===== src/rtl/ba4_pkg.sv =====
`default_nettype none
// +------------------------------------------------------------------+
// | ba4_pkg: shared nibble width and FSM state encoding for the       |
// | nibble-serial adder.                 Rev 1.0 - initial release    |
// +------------------------------------------------------------------+
package ba4_pkg;
  localparam int NIB_W = 4;

  typedef enum logic [1:0] {
    IDLE = 2'd0,
    RUN  = 2'd1,
    DONE = 2'd2
  } ba4_state_t;
endpackage
`default_nettype wire


===== src/rtl/ba4_serial_adder_ba_4bit.sv =====
`default_nettype none
// +------------------------------------------------------------------+
// | BA_4bit: 4-bit unsigned binary adder, {cout,sum} = a + b.         |
// |                                      Rev 1.0 - initial release    |
// +------------------------------------------------------------------+
module BA_4bit (
  output logic [3:0] sum,
  output logic       cout,
  input  logic [3:0] a,
  input  logic [3:0] b
);
  assign {cout, sum} = {1'b0, a} + {1'b0, b};
endmodule
`default_nettype wire


===== src/rtl/ba4_serial_adder.sv =====
`default_nettype none
// +------------------------------------------------------------------+
// | ba4_serial_adder: adds two NIBBLES*4-bit operands one nibble per  |
// | clock through BA_4bit, rippling carry in a register.              |
// |                                      Rev 1.0 - initial release    |
// +------------------------------------------------------------------+
module ba4_serial_adder
  import ba4_pkg::*;
#(
  parameter int NIBBLES = 4
) (
  input  logic                     clk,
  input  logic                     rst,
  input  logic                     in_valid,
  output logic                     in_ready,
  input  logic [NIB_W*NIBBLES-1:0] a_in,
  input  logic [NIB_W*NIBBLES-1:0] b_in,
  output logic                     out_valid,
  input  logic                     out_ready,
  output logic [NIB_W*NIBBLES-1:0] sum_out,
  output logic                     cout_out
);
  localparam int W     = NIB_W * NIBBLES;
  localparam int IDX_W = (NIBBLES > 1) ? $clog2(NIBBLES) : 1;
  localparam logic [IDX_W-1:0] C_IDX_LAST = IDX_W'(NIBBLES - 1);

  ba4_state_t       state_q, state_d;
  logic [W-1:0]     a_q, a_d, b_q, b_d, sum_q, sum_d;
  logic             carry_q, carry_d, cout_q, cout_d;
  logic [IDX_W-1:0] idx_q, idx_d;
  logic             in_ready_q, in_ready_d, out_valid_q, out_valid_d;

  logic [NIB_W-1:0] nib_a, nib_b, s1, s2;
  logic             c1, c2;

  BA_4bit u_add (.sum(s1), .cout(c1), .a(nib_a), .b(nib_b));
  BA_4bit u_cin (.sum(s2), .cout(c2), .a(s1),    .b({3'b000, carry_q}));

  always_comb begin
    nib_a       = '0;
    nib_b       = '0;
    state_d     = state_q;
    a_d         = a_q;
    b_d         = b_q;
    sum_d       = sum_q;
    carry_d     = carry_q;
    cout_d      = cout_q;
    idx_d       = idx_q;
    in_ready_d  = in_ready_q;
    out_valid_d = out_valid_q;

    // Constant-index mux keeps the nibble select width-clean for any NIBBLES.
    for (int i = 0; i < NIBBLES; i++) begin
      if (idx_q == IDX_W'(i)) begin
        nib_a = a_q[i*NIB_W +: NIB_W];
        nib_b = b_q[i*NIB_W +: NIB_W];
      end
    end

    case (state_q)
      IDLE: begin
        if (in_valid && in_ready_q) begin
          a_d        = a_in;
          b_d        = b_in;
          carry_d    = 1'b0;
          idx_d      = '0;
          in_ready_d = 1'b0;
          state_d    = RUN;
        end
      end
      RUN: begin
        for (int i = 0; i < NIBBLES; i++) begin
          if (idx_q == IDX_W'(i)) sum_d[i*NIB_W +: NIB_W] = s2;
        end
        carry_d = c1 | c2;
        if (idx_q == C_IDX_LAST) begin
          cout_d      = c1 | c2;
          out_valid_d = 1'b1;
          state_d     = DONE;
        end else begin
          idx_d = idx_q + IDX_W'(1);
        end
      end
      DONE: begin
        if (out_ready) begin
          out_valid_d = 1'b0;
          in_ready_d  = 1'b1;
          state_d     = IDLE;
        end
      end
      default: begin
        out_valid_d = 1'b0;
        in_ready_d  = 1'b1;
        state_d     = IDLE;
      end
    endcase
  end

  always_ff @(posedge clk) begin
    if (rst) begin
      state_q     <= IDLE;
      a_q         <= '0;
      b_q         <= '0;
      sum_q       <= '0;
      carry_q     <= 1'b0;
      cout_q      <= 1'b0;
      idx_q       <= '0;
      in_ready_q  <= 1'b1;
      out_valid_q <= 1'b0;
    end else begin
      state_q     <= state_d;
      a_q         <= a_d;
      b_q         <= b_d;
      sum_q       <= sum_d;
      carry_q     <= carry_d;
      cout_q      <= cout_d;
      idx_q       <= idx_d;
      in_ready_q  <= in_ready_d;
      out_valid_q <= out_valid_d;
    end
  end

  assign in_ready  = in_ready_q;
  assign out_valid = out_valid_q;
  assign sum_out   = sum_q;
  assign cout_out  = cout_q;
endmodule
`default_nettype wire


===== config.mk =====
export PLATFORM = sky130hd
export DESIGN_NAME = ba4_serial_adder
export DESIGN_NICKNAME = d
export VERILOG_FILES = /design/src/rtl/ba4_pkg.sv /design/src/rtl/ba4_serial_adder_ba_4bit.sv /design/src/rtl/ba4_serial_adder.sv
export SDC_FILE = /design/constraint.sdc
export NUM_CORES = 1
export LEC_CHECK = 0
export CAP_MARGIN = 15
export CORE_MARGIN = 2
export CORE_UTILIZATION = 39
export DETAILED_ROUTE_END_ITERATION = 8
export HOLD_SLACK_MARGIN = 0.12
export MAX_ROUTING_LAYER = met4
export PLACE_DENSITY = 0.7
export SYNTH_ARGS = -nofsm -noshare
export SYNTH_HDL_FRONTEND = slang
export SYNTH_SLANG_ARGS = --single-unit

===== constraint.sdc =====
create_clock -name clk -period 2.75 [get_ports clk]
set_clock_uncertainty 0.1 [all_clocks]
set_input_delay 0.55 -clock clk [delete_from_list [all_inputs] [get_ports clk]]
set_output_delay 0.55 -clock clk [all_outputs]
set_load 0.005 [all_outputs]

Word level (Yosys, flattened, before mapping)
Cells that the tools add are included.
{"block": "totals", "reg_bits": 56, "in_bits": 36, "elab_cells": 63}
{"block": "classes", "muxes": 22, "n_eq_ne": 9, "n_reduce_logical": 14, "n_bitwise": 3, "add_sub_neg": 3}
{"operator": "2-to-1 mux 4 bit", "n": 8}
{"operator": "AND reduction 2 bit", "n": 6}
{"operator": "AND reduction 3 bit", "n": 4}
{"operator": "2-to-1 mux 2 bit", "n": 5}
{"operator": "inequality test 2 bit (second input constant)", "n": 4}
{"operator": "equality test 2 bit (second input constant)", "n": 3}
{"operator": "case mux 1 bit (3 select lines)", "n": 2}
{"operator": "case mux 2 bit (3 select lines)", "n": 1}
{"operator": "adder 4 x 1 -> 5 bit", "n": 1}
{"operator": "adder 4 x 4 -> 5 bit", "n": 1}
{"operator": "equality test 2 x 1 -> 1 bit (second input constant)", "n": 2}
{"operator": "zero test 2 bit", "n": 2}
{"operator": "2-to-1 mux 1 bit", "n": 4}
{"operator": "case mux 2 bit (2 select lines)", "n": 1}
{"operator": "adder 2 x 1 -> 2 bit (second input constant)", "n": 1}
{"operator": "inverter 1 bit", "n": 2}
{"operator": "case mux 1 bit (2 select lines)", "n": 1}
{"operator": "nonzero test 2 bit", "n": 1}
{"operator": "logical AND 1 bit", "n": 1}
{"operator": "OR 1 bit", "n": 1}

Depth between registers and ports, before layout
{"block": "logic_depth", "depth_word": 9, "ltp_mapped": 16}

Cells and area by module
Synthesis repeated with hierarchy kept, for this count alone.
{"block": "hier_totals", "cells_unflattened": 327, "area_unflattened_um2": 2660.1}
{"mod": "ba4_serial_adder", "cells_per_inst": 295, "area_each_um2": 2387.3, "n_inst": 1, "seq_area_each_um2": 1121.1}
{"mod": "BA_4bit", "cells_per_inst": 16, "area_each_um2": 136.4, "n_inst": 2, "seq_area_each_um2": 0.0}

Worst setup path before layout
OpenSTA, ideal clock, no wires.
{"block": "synth_path", "path_kind": "register to register", "from": "register idx_q[0]", "to": "register sum_q[11], in the netlist sum_out[11]", "stages_incl_launch_ff": 14, "setup_slack_ns": -0.240, "t_arrival_ns": 2.755, "path_buffers": 2, "synth_period_minus_slack_ns": 2.990, "required_ns": 2.515, "path_cell_list": "dfxtp_1 inv_1 ha_1 clkbuf_1 clkbuf_1 a21oi_1 o21ai_0 ha_1 inv_1 fa_1 xor2_2 o22a_1 a211oi_2 a211oi_1"}
{"block": "synth_via", "elab_chain_cells": 7, "elab_cells_between_ends": 15, "cone_classes": "2 x add/sub; 3 x eq/ne; 8 x mux; 2 x reduce/logical"}
{"item": "from (decl)", "line_no": "ba4_serial_adder.sv:30", "rtl": "logic [IDX_W-1:0] idx_q, idx_d;"}
{"item": "from (signal assigned)", "line_no": "ba4_serial_adder.sv:117", "rtl": "idx_q <= idx_d;"}
{"item": "zero test 2 bit", "line_no": "ba4_serial_adder.sv:54", "rtl": "if (idx_q == IDX_W'(i)) begin"}
{"item": "2-to-1 mux 4 bit (4 in series)", "line_no": "ba4_serial_adder.sv:54"}
{"item": "adder 4 x 4 -> 5 bit", "line_no": "ba4_serial_adder_ba_4bit.sv:12", "rtl": "assign {cout, sum} = {1'b0, a} + {1'b0, b};"}
{"item": "adder 4 x 1 -> 5 bit", "line_no": "ba4_serial_adder_ba_4bit.sv:12"}
{"item": "to (signal assigned)", "line_no": "ba4_serial_adder.sv:114", "rtl": "sum_q <= sum_d;"}
{"item": "to (decl)", "line_no": "ba4_serial_adder.sv:28", "rtl": "logic [W-1:0] a_q, a_d, b_q, b_d, sum_q, sum_d;"}
Several ways; a longest one is shown, not always the timed one.
A chain may end at the register's enable or synchronous reset.

Worst setup path after layout
{"block": "layout_path", "from": "register idx_q[1]", "to": "register carry_q"}
{"block": "layout_via", "elab_chain_cells": 9, "elab_cells_between_ends": 16, "cone_classes": "2 x add/sub; 3 x eq/ne; 9 x mux; 1 x bitwise; 1 x reduce/logical"}
{"item": "zero test 2 bit", "line_no": "ba4_serial_adder.sv:54"}
{"item": "2-to-1 mux 4 bit (4 in series)", "line_no": "ba4_serial_adder.sv:54"}
{"item": "adder 4 x 4 -> 5 bit *", "line_no": "ba4_serial_adder_ba_4bit.sv:12"}
{"item": "adder 4 x 1 -> 5 bit", "line_no": "ba4_serial_adder_ba_4bit.sv:12"}
{"item": "OR 1 bit *", "line_no": "ba4_serial_adder.sv:75", "rtl": "carry_d = c1 | c2;"}
{"item": "case mux 1 bit (2 select lines) *", "line_no": "ba4_serial_adder.sv:60", "rtl": "case (state_q)"}
{"item": "to (signal assigned)", "line_no": "ba4_serial_adder.sv:115", "rtl": "carry_q <= carry_d;"}
{"item": "to (decl)", "line_no": "ba4_serial_adder.sv:29", "rtl": "logic carry_q, carry_d, cout_q, cout_d;"}
Every way passes the cells marked *; elsewhere a longest branch is shown, timed or not.

==> run_results.csv <==
group,metric,value,unit
synthesis,syn-num-nets,368,
clock_tree,cts_buffers,5,
critical_path,crit_path_cell_trace,"inv_4, ha_4, nand3b_1, a21oi_1, a21oi_1, o21ai_1, ha_2, inv_2, fa_2, inv_2, ha_4, inv_4, nor2_2, a311oi_2, a211oi_1",
critical_path,cp_max_fo,8,
clock_tree,cts_sinks,56,
cells_and_area,design_area,3600,um2
critical_path,critPathTopFamily,"adder cells",
cells_and_area,final_nets,429,
sta,setup_viol,7,
worst_hold_path,hold_path_class,"reg2reg",
synthesis,yosysUniqueCellTypes,39,
floorplanning,initial_core_util,40.8,%
clock_tree,h-tree-depth,2,
power_and_ir_drop,switching_share,27.3,%
floorplanning,dieArea,7380,um2
sta,tightest_slew,1010,ps
detailed_routing,vias,2331,
critical_path,cp_slowest_stage_delay,540,ps
sta,grt_setup_unrepaired,"true",
critical_path,rrSetupSlack,-60,ps
cells_and_area,antennaDiodeCount,0,
synthesis,synth_top_area_share,42.8,%
place,dp_hpwl,4270,um
power_and_ir_drop,p_int,1280,uW
floorplanning,fp-row-count,29,
sta,setup_ws,-64.9,ps
run_status,status,"finished with violations",
global_route,grt_max_degree,57,
critical_path,cp-end-kind,"flop",
detailed_routing,wirelength,6070,um
critical_path,crit_path_start_kind,"flop",
critical_path,cp.arrival,2870,ps
detailed_routing,ant_nets,0,
power_and_ir_drop,p_per_area,488,nW/um2
clock_tree,clk_root_buffer_cell,"clkbuf_8",
power_and_ir_drop,combPwrFrac,23.1,%
cells_and_area,area_growth,37.4,%
floorplanning,die_y,85.9,um
synthesis,yosysTopAreaCell,"dfxtp_1",
detailed_routing,drc,0,
global_route,antenna_found_initial,0,
sta,slew_headroom,32.7,%
cells_and_area,n_fill_cell,582,
sta,finalCriticalPeriod,2810,ps
detailed_routing,drtIter0Drc,115,
power_and_ir_drop,ir_drop,0.212,mV
sta,finalMaxSlewViolations,0,
clock_tree,cts_tree,"done",
clock_tree,clk_latency,310,ps
detailed_routing,routedWlPerCell,13.2,um
detailed_routing,via_per_inst,5.07,
run,cap_viol_max_count,0,
place,dpl.cell_count,448,
global_route,grt_pass1_vias,2170,
run_status,violations,"negative setup slack",
sta,hold_viol_final,0,
place,gp_congestion,0.861,
clock_tree,clock_path_buffers,2,
cells_and_area,fin_cells,460,
sta,hold_ws,363,ps
global_route,grt_pass1_wl,9620,um
synthesis,synth-seq-cells,56,
synthesis,netlist_instances,321,
synthesis,ys_seq_area_share,42.8,%
power_and_ir_drop,switching_power,478,uW
synthesis,ys_warn_count,0,
critical_path,critical_path_required,2800,ps
sta,max_freq,355,MHz
critical_path,crit_buf_inv,4,
cells_and_area,drive_gt1_share,17.5,%
critical_path,crit_type,"reg2reg",
floorplanning,core,6420,um2
synthesis,ys_top_cells_by_area,"dfxtp_1, nand2_1, a21oi_1",
power_and_ir_drop,p_seq_share,50.6,%
synthesis,avgSynthCellArea,8.15,um2
detailed_routing,drtPass1Iterations,4,
place,io_buffers,54,
clock_tree,clkTransAtPathRegs,100,ps
power_and_ir_drop,power,1750,uW
critical_path,crit_slowest_cell,"fa_2",
global_route,gr-total-overflow,0,
floorplanning,die_x,85.9,um
power_and_ir_drop,clkPwrFrac,26.3,%
power_and_ir_drop,leakage,0.00132,uW
sta,fin_crit_sh,102,%
global_route,grt_use_total,16.7,%
place,post_dp_cell_area,3360,um2
synthesis,synth_area,2620,um2
floorplanning,ios,55,
## sequential cells by signal, indices dropped and copies added (netlist names)
| register | cells |
|---|---|
| cout_out | 1 |
| b_q | 16 |
| sum_out | 16 |
| in_ready | 1 |
| a_q | 16 |
| idx_q | 2 |
| state_q | 2 |
| carry_q | 1 |
| out_valid | 1 |
## stage by stage
| stage | setup TNS (ps) | worst slack (ps) | util [%] |
|---|---|---|---|
| CTS | -606 | -101 | 55.2 |
| detailed placement | -2910 | -297 | 52.3 |
| global placement | -1230 | -167 | 52.3 |
| finish | -326 | -64.9 | 56.0 |
| floorplan | -10.3 | -2.57 | - |
| global route | -1620 | -192 | 56.0 |
## layout by cell type (no fill, tap or decap), types with 2 or more instances in the layout
cell,instances
nor2_1,25
and2_1,4
nor2b_1,5
inv_2,2
a211oi_2,2
a21o_1,2
ha_1,4
clkbuf_8,6
ha_4,4
buf_12,2
nand2_1,75
a21oi_2,5
ha_2,2
o21ai_1,6
clkdlybuf4s50_1,53
dfxtp_1,54
a21oi_1,47
nand3b_1,8
mux2i_1,8
a211oi_1,9
nor3_1,3
inv_4,3
buf_4,21
## cell type report
type                    count  area [um2]  area share, %
clock inverters             1        7.51          0.209
well taps                  77        96.3           2.68
inverters                   5        26.3          0.731
clock buffers               7        86.3           2.40
flip-flops and latches     56        1130           31.3
repair buffers             78         744           20.7
multi-input cells         236        1510           42.0
## worst register-to-register path, stage by stage (launching register included)
cell	delay [ps]
dfxtp_2	360
inv_4	50
ha_4	180
nand3b_1	160
a21oi_1	140
a21oi_1	50
o21ai_1	150
ha_2	210
inv_2	40
fa_2	540
inv_2	50
ha_4	160
inv_4	60
nor2_2	40
a311oi_2	270
a211oi_1	120
## cells by family after synthesis
logic type	share of synthesized area [%]
multiplexers	3.06
buffers and inverters	5.45
AND/OR/NAND/NOR	22.5
AO/OA/AOI/OAI	19.6
adder cells (fa/ha/maj)	5.54
flip-flops	42.8
XOR/XNOR	0.956
## final timing paths
kind,from,endpoint,depth (start not counted)
min,a_q[7],a_q[7],2
max,idx_q[1],carry_q,15
max reg2reg,idx_q[1],carry_q,15
min reg2reg,a_q[7],a_q[7],2
## per-layer routing
layer / routed length, um / vias to the layer above / track usage [%]
li1: - / 1212 / -
met1: 2800 / 1064 / 19.9
met2: 2900 / 44 / 27.7
met3: 235 / 11 / 3.27
met4: 134 / 0 / 6.78
met5: 0 / - / -
## power groups by stage
stage	clock network [uW]	registers, uW	logic [uW]
3_5_place_dp	0	905	371
5_1_grt	496	893	444
4_1_cts	472	887	394
3_3_place_gp	0	903	366
6_report	461	888	405
2_1_floorplan	0	895	230
## cells in the mapped netlist (all sizes together)
library cell / number
a22oi: 1
nand2b: 2
nand2: 76
xnor2: 1
nor2b: 6
nor4b: 1
nor2: 26
mux2i: 8
a221oi: 2
a211o: 1
nand3: 1
nor4bb: 1
nor3: 4
and2: 4
nor3b: 1
a21oi: 52
nand3b: 8
o21bai: 1
or3b: 1
or2: 1
o21ai: 7
a211oi: 12
dfxtp: 56
xor2: 1
o22a: 1
a311oi: 1
a21o: 3
ha: 10
clkbuf: 11
inv: 5
fa: 1
a2111oi: 1
o21a: 1
buf: 13
## repair_timing
action                     4_1_cts  5_1_grt
pin swaps                       10        8
buffers inserted                 4        0
setup endpoints to repair       14       14
hold buffers                     0        0
cloned                           0        0
resized for setup               13       17
Power figures use the tool's default switching activity.
